`src/rtl/nrs_cmplx_conj_mult_pkg.sv`:
```
// Shared widths and constants for the NRS conjugate-multiply channel estimator.
// The pilot magnitude is 1/sqrt(2) in Q1.11.
package nrs_cmplx_conj_mult_pkg;

    localparam int WIDTH_R_I   = 16;
    localparam int CONST_WIDTH = 12;
    localparam int LONG_WIDTH  = WIDTH_R_I + CONST_WIDTH;
    localparam int DEPTH       = 4;
    localparam int ADDR_WIDTH  = 2;
    localparam int OUT_WIDTH   = WIDTH_R_I + 1;
    localparam int FRAC_SHIFT  = 11;

    localparam logic signed [CONST_WIDTH-1:0] NRS_MAG = 12'sd1448;

    typedef struct packed {
        logic signed [OUT_WIDTH-1:0] re;
        logic signed [OUT_WIDTH-1:0] im;
    } est_t;

endpackage

```
`src/rtl/nrs_cmplx_conj_mult_if.sv`:
```
// Resource-element input and channel-estimate output bundle.
// The driver (master) supplies samples and addresses; the estimator (slave) returns results.
interface nrs_cmplx_conj_mult_if;
    import nrs_cmplx_conj_mult_pkg::*;

    logic                        en;
    logic [ADDR_WIDTH-1:0]       wr_addr;
    logic [ADDR_WIDTH-1:0]       rd_addr;
    logic signed [WIDTH_R_I-1:0] rx_r;
    logic signed [WIDTH_R_I-1:0] rx_i;
    logic                        nrs_r;
    logic                        nrs_i;
    logic signed [OUT_WIDTH-1:0] real_part;
    logic signed [OUT_WIDTH-1:0] imag_part;
    logic signed [OUT_WIDTH-1:0] real_part_reg;
    logic signed [OUT_WIDTH-1:0] imag_part_reg;

    modport master (
        output en, wr_addr, rd_addr, rx_r, rx_i, nrs_r, nrs_i,
        input  real_part, imag_part, real_part_reg, imag_part_reg
    );

    modport slave (
        input  en, wr_addr, rd_addr, rx_r, rx_i, nrs_r, nrs_i,
        output real_part, imag_part, real_part_reg, imag_part_reg
    );

endinterface

```
`src/rtl/nrs_cmplx_conj_mult_gauss_mult3.sv`:
```
// Combinational rx * conj(pilot) using the Gauss three-multiplier form, then >>> FRAC_SHIFT.
// With x+jy = rx and p+jq = conj(pilot): re = p(x+y) - y(p+q), im = p(x+y) + x(q-p).
module cmplx_gauss_mult3
    import nrs_cmplx_conj_mult_pkg::*;
(
    input  logic signed [WIDTH_R_I-1:0] rx_r_i,
    input  logic signed [WIDTH_R_I-1:0] rx_i_i,
    input  logic                        nrs_r_i,
    input  logic                        nrs_i_i,
    output logic signed [OUT_WIDTH-1:0] re_o,
    output logic signed [OUT_WIDTH-1:0] im_o
);

    localparam logic signed [CONST_WIDTH:0] MAG_EXT = (CONST_WIDTH+1)'(NRS_MAG);

    logic signed [CONST_WIDTH:0]  p;
    logic signed [CONST_WIDTH:0]  q;
    logic signed [CONST_WIDTH:0]  q_minus_p;
    logic signed [CONST_WIDTH:0]  p_plus_q;
    logic signed [WIDTH_R_I:0]    sum_xy;
    logic signed [LONG_WIDTH-1:0] k1;
    logic signed [LONG_WIDTH-1:0] k2;
    logic signed [LONG_WIDTH-1:0] k3;
    logic signed [LONG_WIDTH-1:0] full_re;
    logic signed [LONG_WIDTH-1:0] full_im;

    // Every product and sum is bounded by 2*32768*1448, so LONG_WIDTH bits hold them exactly.
    always_comb begin
        p         = nrs_r_i ? -MAG_EXT : MAG_EXT;
        q         = nrs_i_i ? MAG_EXT : -MAG_EXT;
        q_minus_p = q - p;
        p_plus_q  = p + q;
        sum_xy    = (WIDTH_R_I+1)'(rx_r_i) + (WIDTH_R_I+1)'(rx_i_i);
        k1        = LONG_WIDTH'(sum_xy) * LONG_WIDTH'(p);
        k2        = LONG_WIDTH'(rx_r_i) * LONG_WIDTH'(q_minus_p);
        k3        = LONG_WIDTH'(rx_i_i) * LONG_WIDTH'(p_plus_q);
        full_re   = k1 - k3;
        full_im   = k1 + k2;
        re_o      = OUT_WIDTH'(full_re >>> FRAC_SHIFT);
        im_o      = OUT_WIDTH'(full_im >>> FRAC_SHIFT);
    end

endmodule

```
`src/rtl/nrs_cmplx_conj_mult.sv`:
```
// NRS channel-estimation front end: conjugate pilot multiply, registered copy of the
// latest estimate, and a 4-entry estimate buffer with combinational read.
module nrs_cmplx_conj_mult
    import nrs_cmplx_conj_mult_pkg::*;
(
    input  logic                    clk,
    input  logic                    rst,
    nrs_cmplx_conj_mult_if.slave    bus
);

    est_t est_d;
    est_t est_q;
    est_t buf_q [DEPTH];

    cmplx_gauss_mult3 u_mult (
        .rx_r_i  (bus.rx_r),
        .rx_i_i  (bus.rx_i),
        .nrs_r_i (bus.nrs_r),
        .nrs_i_i (bus.nrs_i),
        .re_o    (est_d.re),
        .im_o    (est_d.im)
    );

    // Reset wipes every stored estimate so stale channel data never reaches the averager.
    always_ff @(posedge clk or negedge rst) begin
        if (!rst) begin
            est_q <= '0;
            for (int i = 0; i < DEPTH; i++) begin
                buf_q[i] <= '0;
            end
        end else if (bus.en) begin
            est_q              <= est_d;
            buf_q[bus.wr_addr] <= est_d;
        end
    end

    assign bus.real_part_reg = est_q.re;
    assign bus.imag_part_reg = est_q.im;
    assign bus.real_part     = buf_q[bus.rd_addr].re;
    assign bus.imag_part     = buf_q[bus.rd_addr].im;

endmodule

```
`src/flat_wrapper.sv`:
```
// flat-port wrapper written by rule: the top's interface ports become plain ports
module nrs_cmplx_conj_mult_flat import nrs_cmplx_conj_mult_pkg::*;
  (clk, rst, bus_en, bus_wr_addr, bus_rd_addr, bus_rx_r, bus_rx_i, bus_nrs_r, bus_nrs_i, bus_real_part, bus_imag_part, bus_real_part_reg, bus_imag_part_reg);
  nrs_cmplx_conj_mult_if bus_i ();
  input  logic clk;
  input  logic rst;
  input wire logic [$bits(bus_i.en)-1:0] bus_en;
  input wire logic [$bits(bus_i.wr_addr)-1:0] bus_wr_addr;
  input wire logic [$bits(bus_i.rd_addr)-1:0] bus_rd_addr;
  input wire logic [$bits(bus_i.rx_r)-1:0] bus_rx_r;
  input wire logic [$bits(bus_i.rx_i)-1:0] bus_rx_i;
  input wire logic [$bits(bus_i.nrs_r)-1:0] bus_nrs_r;
  input wire logic [$bits(bus_i.nrs_i)-1:0] bus_nrs_i;
  output wire logic [$bits(bus_i.real_part)-1:0] bus_real_part;
  output wire logic [$bits(bus_i.imag_part)-1:0] bus_imag_part;
  output wire logic [$bits(bus_i.real_part_reg)-1:0] bus_real_part_reg;
  output wire logic [$bits(bus_i.imag_part_reg)-1:0] bus_imag_part_reg;
  assign bus_i.en = bus_en;
  assign bus_i.wr_addr = bus_wr_addr;
  assign bus_i.rd_addr = bus_rd_addr;
  assign bus_i.rx_r = bus_rx_r;
  assign bus_i.rx_i = bus_rx_i;
  assign bus_i.nrs_r = bus_nrs_r;
  assign bus_i.nrs_i = bus_nrs_i;
  assign bus_real_part = bus_i.real_part;
  assign bus_imag_part = bus_i.imag_part;
  assign bus_real_part_reg = bus_i.real_part_reg;
  assign bus_imag_part_reg = bus_i.imag_part_reg;
  nrs_cmplx_conj_mult u_core (.clk(clk), .rst(rst), .bus(bus_i));
endmodule
```
`config.mk`:
```
export PLATFORM = sky130hd
export DESIGN_NAME = nrs_cmplx_conj_mult_flat
export DESIGN_NICKNAME = d
export VERILOG_FILES = /design/src/rtl/nrs_cmplx_conj_mult_pkg.sv /design/src/rtl/nrs_cmplx_conj_mult_if.sv /design/src/rtl/nrs_cmplx_conj_mult_gauss_mult3.sv /design/src/rtl/nrs_cmplx_conj_mult.sv /design/src/flat_wrapper.sv
export SDC_FILE = /design/constraint.sdc
export NUM_CORES = 1
export LEC_CHECK = 0
export CORE_ASPECT_RATIO = 1.2
export CORE_MARGIN = 2
export CORE_UTILIZATION = 50
export CTS_CLUSTER_SIZE = 24
export DETAILED_ROUTE_END_ITERATION = 10
export PLACE_DENSITY_LB_ADDON = 0.08
export SLEW_MARGIN = 10
export SYNTH_ARGS = -nofsm -noshare
export SYNTH_HDL_FRONTEND = slang
export SYNTH_SLANG_ARGS = --single-unit
```
`constraint.sdc`:
```
create_clock -name clk -period 3.45 [get_ports clk]
set_input_delay 0.69 -clock clk [delete_from_list [all_inputs] [get_ports clk]]
set_output_delay 0.69 -clock clk [all_outputs]
set_load 0.03 [all_outputs]
```
==> impl_metrics.tcl <==
set metrics [dict create \
    status "finished, violations left" \
    failed_checks "negative setup slack" \
    syn_nets 2992 \
    yosys.area.top_type "fa_1" \
    synth_ff_type "dfrtp_1" \
    port_buffers 108 \
    end_kind "flop" \
    grt_pass1_vias 18830 \
    fin_crit_ns 10.52 \
    rows 86 \
    synth-edff-count 0 \
    critPathKind "input pin to flop" \
    cp.arrival_ns 10.82 \
    grt.met1_usage_pct 31.54 \
    clock_sinks 170 \
    routed_via_density 5.006 \
    dp_hpwl_mm 49.13 \
    worst_pin_slew_ns 0.7886 \
    fp.dieW_um 199.8 \
    critical_path_required_ns 3.75 \
    drive_above_1_share_pct 31.77 \
    layout.nets 3512 \
    synth_most_common_cell "inv_1" \
    clk_pin_slew_worst_paths_ns 0.07 \
    tritoncts "built" \
    dr.first_iter.drc_count 611 \
    async_flop_share_pct 100.0 \
    synth_common_cells "inv_1 (415), fa_1 (371), ha_1 (299)" \
    layout_setup_ws_ns -7.071 \
    largest_reg_flops 136 \
    synth.distinct_cells 61 \
    track_usage_pct 25.79 \
    ioPinCount 109 \
    min_period_over_period_pct 304.9 \
    ctsHtreeMaxLevel 4 \
    relSlewSlack_pct 47.36 \
    setup-tns-final_ns -1080.25 \
    overflow 0 \
    antenna_found_initial 0 \
    drv_slew 0 \
    vias 17170 \
    synthCells 2281 \
    cts_buffer_depth 2 \
    wirelength_mm 59.11 \
    fmax_mhz 95.05 \
    grt_first_pass_wirelength_mm 95.14 \
    ctsRootBufferMaster "clkbuf_16" \
    cp_max_fo 4 \
    grt_setup_unrepaired "yes" \
    hold_buffers 0 \
    gr-usage-met2_pct 48.42 \
    hold_violations 0 \
    register_area_um2 4254 \
    area_growth_pct 34.77 \
    grt_max_degree 77 \
    finalSetupViolCount 170 \
    synth_area_leaders "fa_1 (32%), dfrtp_1 (18%), ha_1 (16%), inv_1 (6.8%), nand2_1 (4.6%)" \
    cts_buffers 17 \
    busiest_layer "met2" \
    drt_pre_antenna_iters 5 \
    critPathSlowestCell "fa_1" \
    met3_usage_pct 1.947 \
    ys_seq_elements 170 \
    finalWeightedCongestion 0.8907 \
    dp_slack_ns -8.027 \
    start_util_pct 50.30 \
    die_y_um 239.0 \
    nFillCells 3563 \
    yosysTopAreaCellShare_pct 32.29 \
    cp_common_cell "fa_1" \
    drt-wirelength-per-cell_um 17.23 \
    clock_skew_ns 0 \
    maxCapViolCount 0 \
    worst_skew_pair.late_latency_ns 0.43 \
    remaining_drc_errors 0 \
    yosysSeqAreaShare_pct 18.49 \
    avgSynthCellArea_um2 10.09 \
    hold_class "input pin to asynchronous set/reset pin" \
    antenna_cells 0 \
    max_stage_delay_ns 0.59 \
    synth_area_um2 23000 \
    yosys_warnings 0 \
    multi_input_area_um2 18880 \
    die_area_um2 47750 \
    worst_setup_path_start_kind "input pin" \
    core-area_um2 45730 \
    ant_nets 0 \
]
==> routing by layer <==
| layer | wire (µm) | vias up |
|---|---|---|
| met5 | 0 | - |
| met4 | 1548 | 0 |
| met3 | 1272 | 77 |
| met2 | 32060 | 294 |
| met1 | 24230 | 8548 |
| li1 | - | 8253 |
==> through the flow <==
step | cells | hold WS, ns | cell area, µm² | util, %
after global routing | 3430 | 0.3286 | 31000 | 67.79
after detailed placement | 3341 | 0.4658 | 28110 | 61.47
final | 3430 | 0.2792 | 31000 | 67.79
after CTS | 3409 | 0.3018 | 30090 | 65.79
after floorplan | 2281 | 0.3944 | 23210 | -
after global placement | 3341 | 0.4560 | 28110 | 61.47
==> worst paths after layout <==
| kind | from | endpoint | slack, ns | depth (start not counted) |
|---|---|---|---|---|
| worst max register to register | u_core.bus.real_part_reg[15]$_DFFE_PN0P_ | u_core.bus.real_part_reg[15]$_DFFE_PN0P_ | 2.70 | 2 |
| worst max-delay path | bus_rx_i[5] | u_core.buf_q[65]$_DFFE_PN0P_ | -7.07 | 43 |
| worst min register to register | u_core.buf_q[102]$_DFFE_PN0P_ | u_core.buf_q[102]$_DFFE_PN0P_ | 0.47 | 2 |
| worst min-delay path | rst | u_core.buf_q[132]$_DFFE_PN0P_ | 0.28 | 1 |
| min in group clk | u_core.buf_q[102]$_DFFE_PN0P_ | u_core.buf_q[102]$_DFFE_PN0P_ | 0.47 | 2 |
| max in group asynchronous | rst | u_core.bus.imag_part_reg[2]$_DFFE_PN0P_ | 2.30 | 2 |
==> cell usage in the layout (no fill, tap or decap), drive strengths merged, types with 4 or more instances in the layout <==
cell,count
buf,524
inv,421
fa,371
ha,299
nand2,280
o21ai,189
dfrtp,170
xnor2,63
nor2,62
clkdlybuf4s50,61
and2,44
a21oi,42
nand2b,39
mux4,34
xor2,25
nor2b,23
clkbuf,19
a21o,17
nand3,12
o21a,10
and3,9
or2,9
nor3,9
o21bai,8
or3,7
a31oi,6
o31ai,6
clkinv,6
nand4,5
o211ai,4
dlygate4sd2,4
==> final cells by class <==
cell class                      instances  area share (%)
Clock buffer                           18           1.384
Clock inverter                         14          0.3551
Timing Repair Buffer                  591           16.12
Multi-Input combinational cell       1605           60.89
Inverter                              416           5.045
Sequential cell                       170           13.72
Tap cell                              616           2.486
==> kinds of logic after synthesis <==
logic type	count (synthesis)	synth area share, %
AOI/OAI and AO/OA	300	7.587
DFF	170	18.49
and+or+nand+nor	508	10.11
adders and majority gates	670	48.55
other	2	0.03265
xor gates and xnor gates	89	3.519
buffers and inverters	506	8.300
muxes	36	3.416
==> what timing repair did <==
action | CTS | global route
setup endpoints to repair | 170 | 170
cloned | 0 | 0
pin swaps | 192 | 151
hold endpoints to repair | 0 | 0
setup buffers | 44 | 23
gates resized for setup | 305 | 164
==> critical path, delay by kind of cell <==
family,cells,cell delay (ns)
buffers and inverters,8,1.36
AO/OA/AOI/OAI,9,1.23
adder cells (fa/ha/maj),14,5.42
AND/OR/NAND/NOR,9,1.53
XOR/XNOR,3,0.55
Power is not shown: default switching activity piles up to over one toggle a cycle in this logic, so the estimate is an artifact.
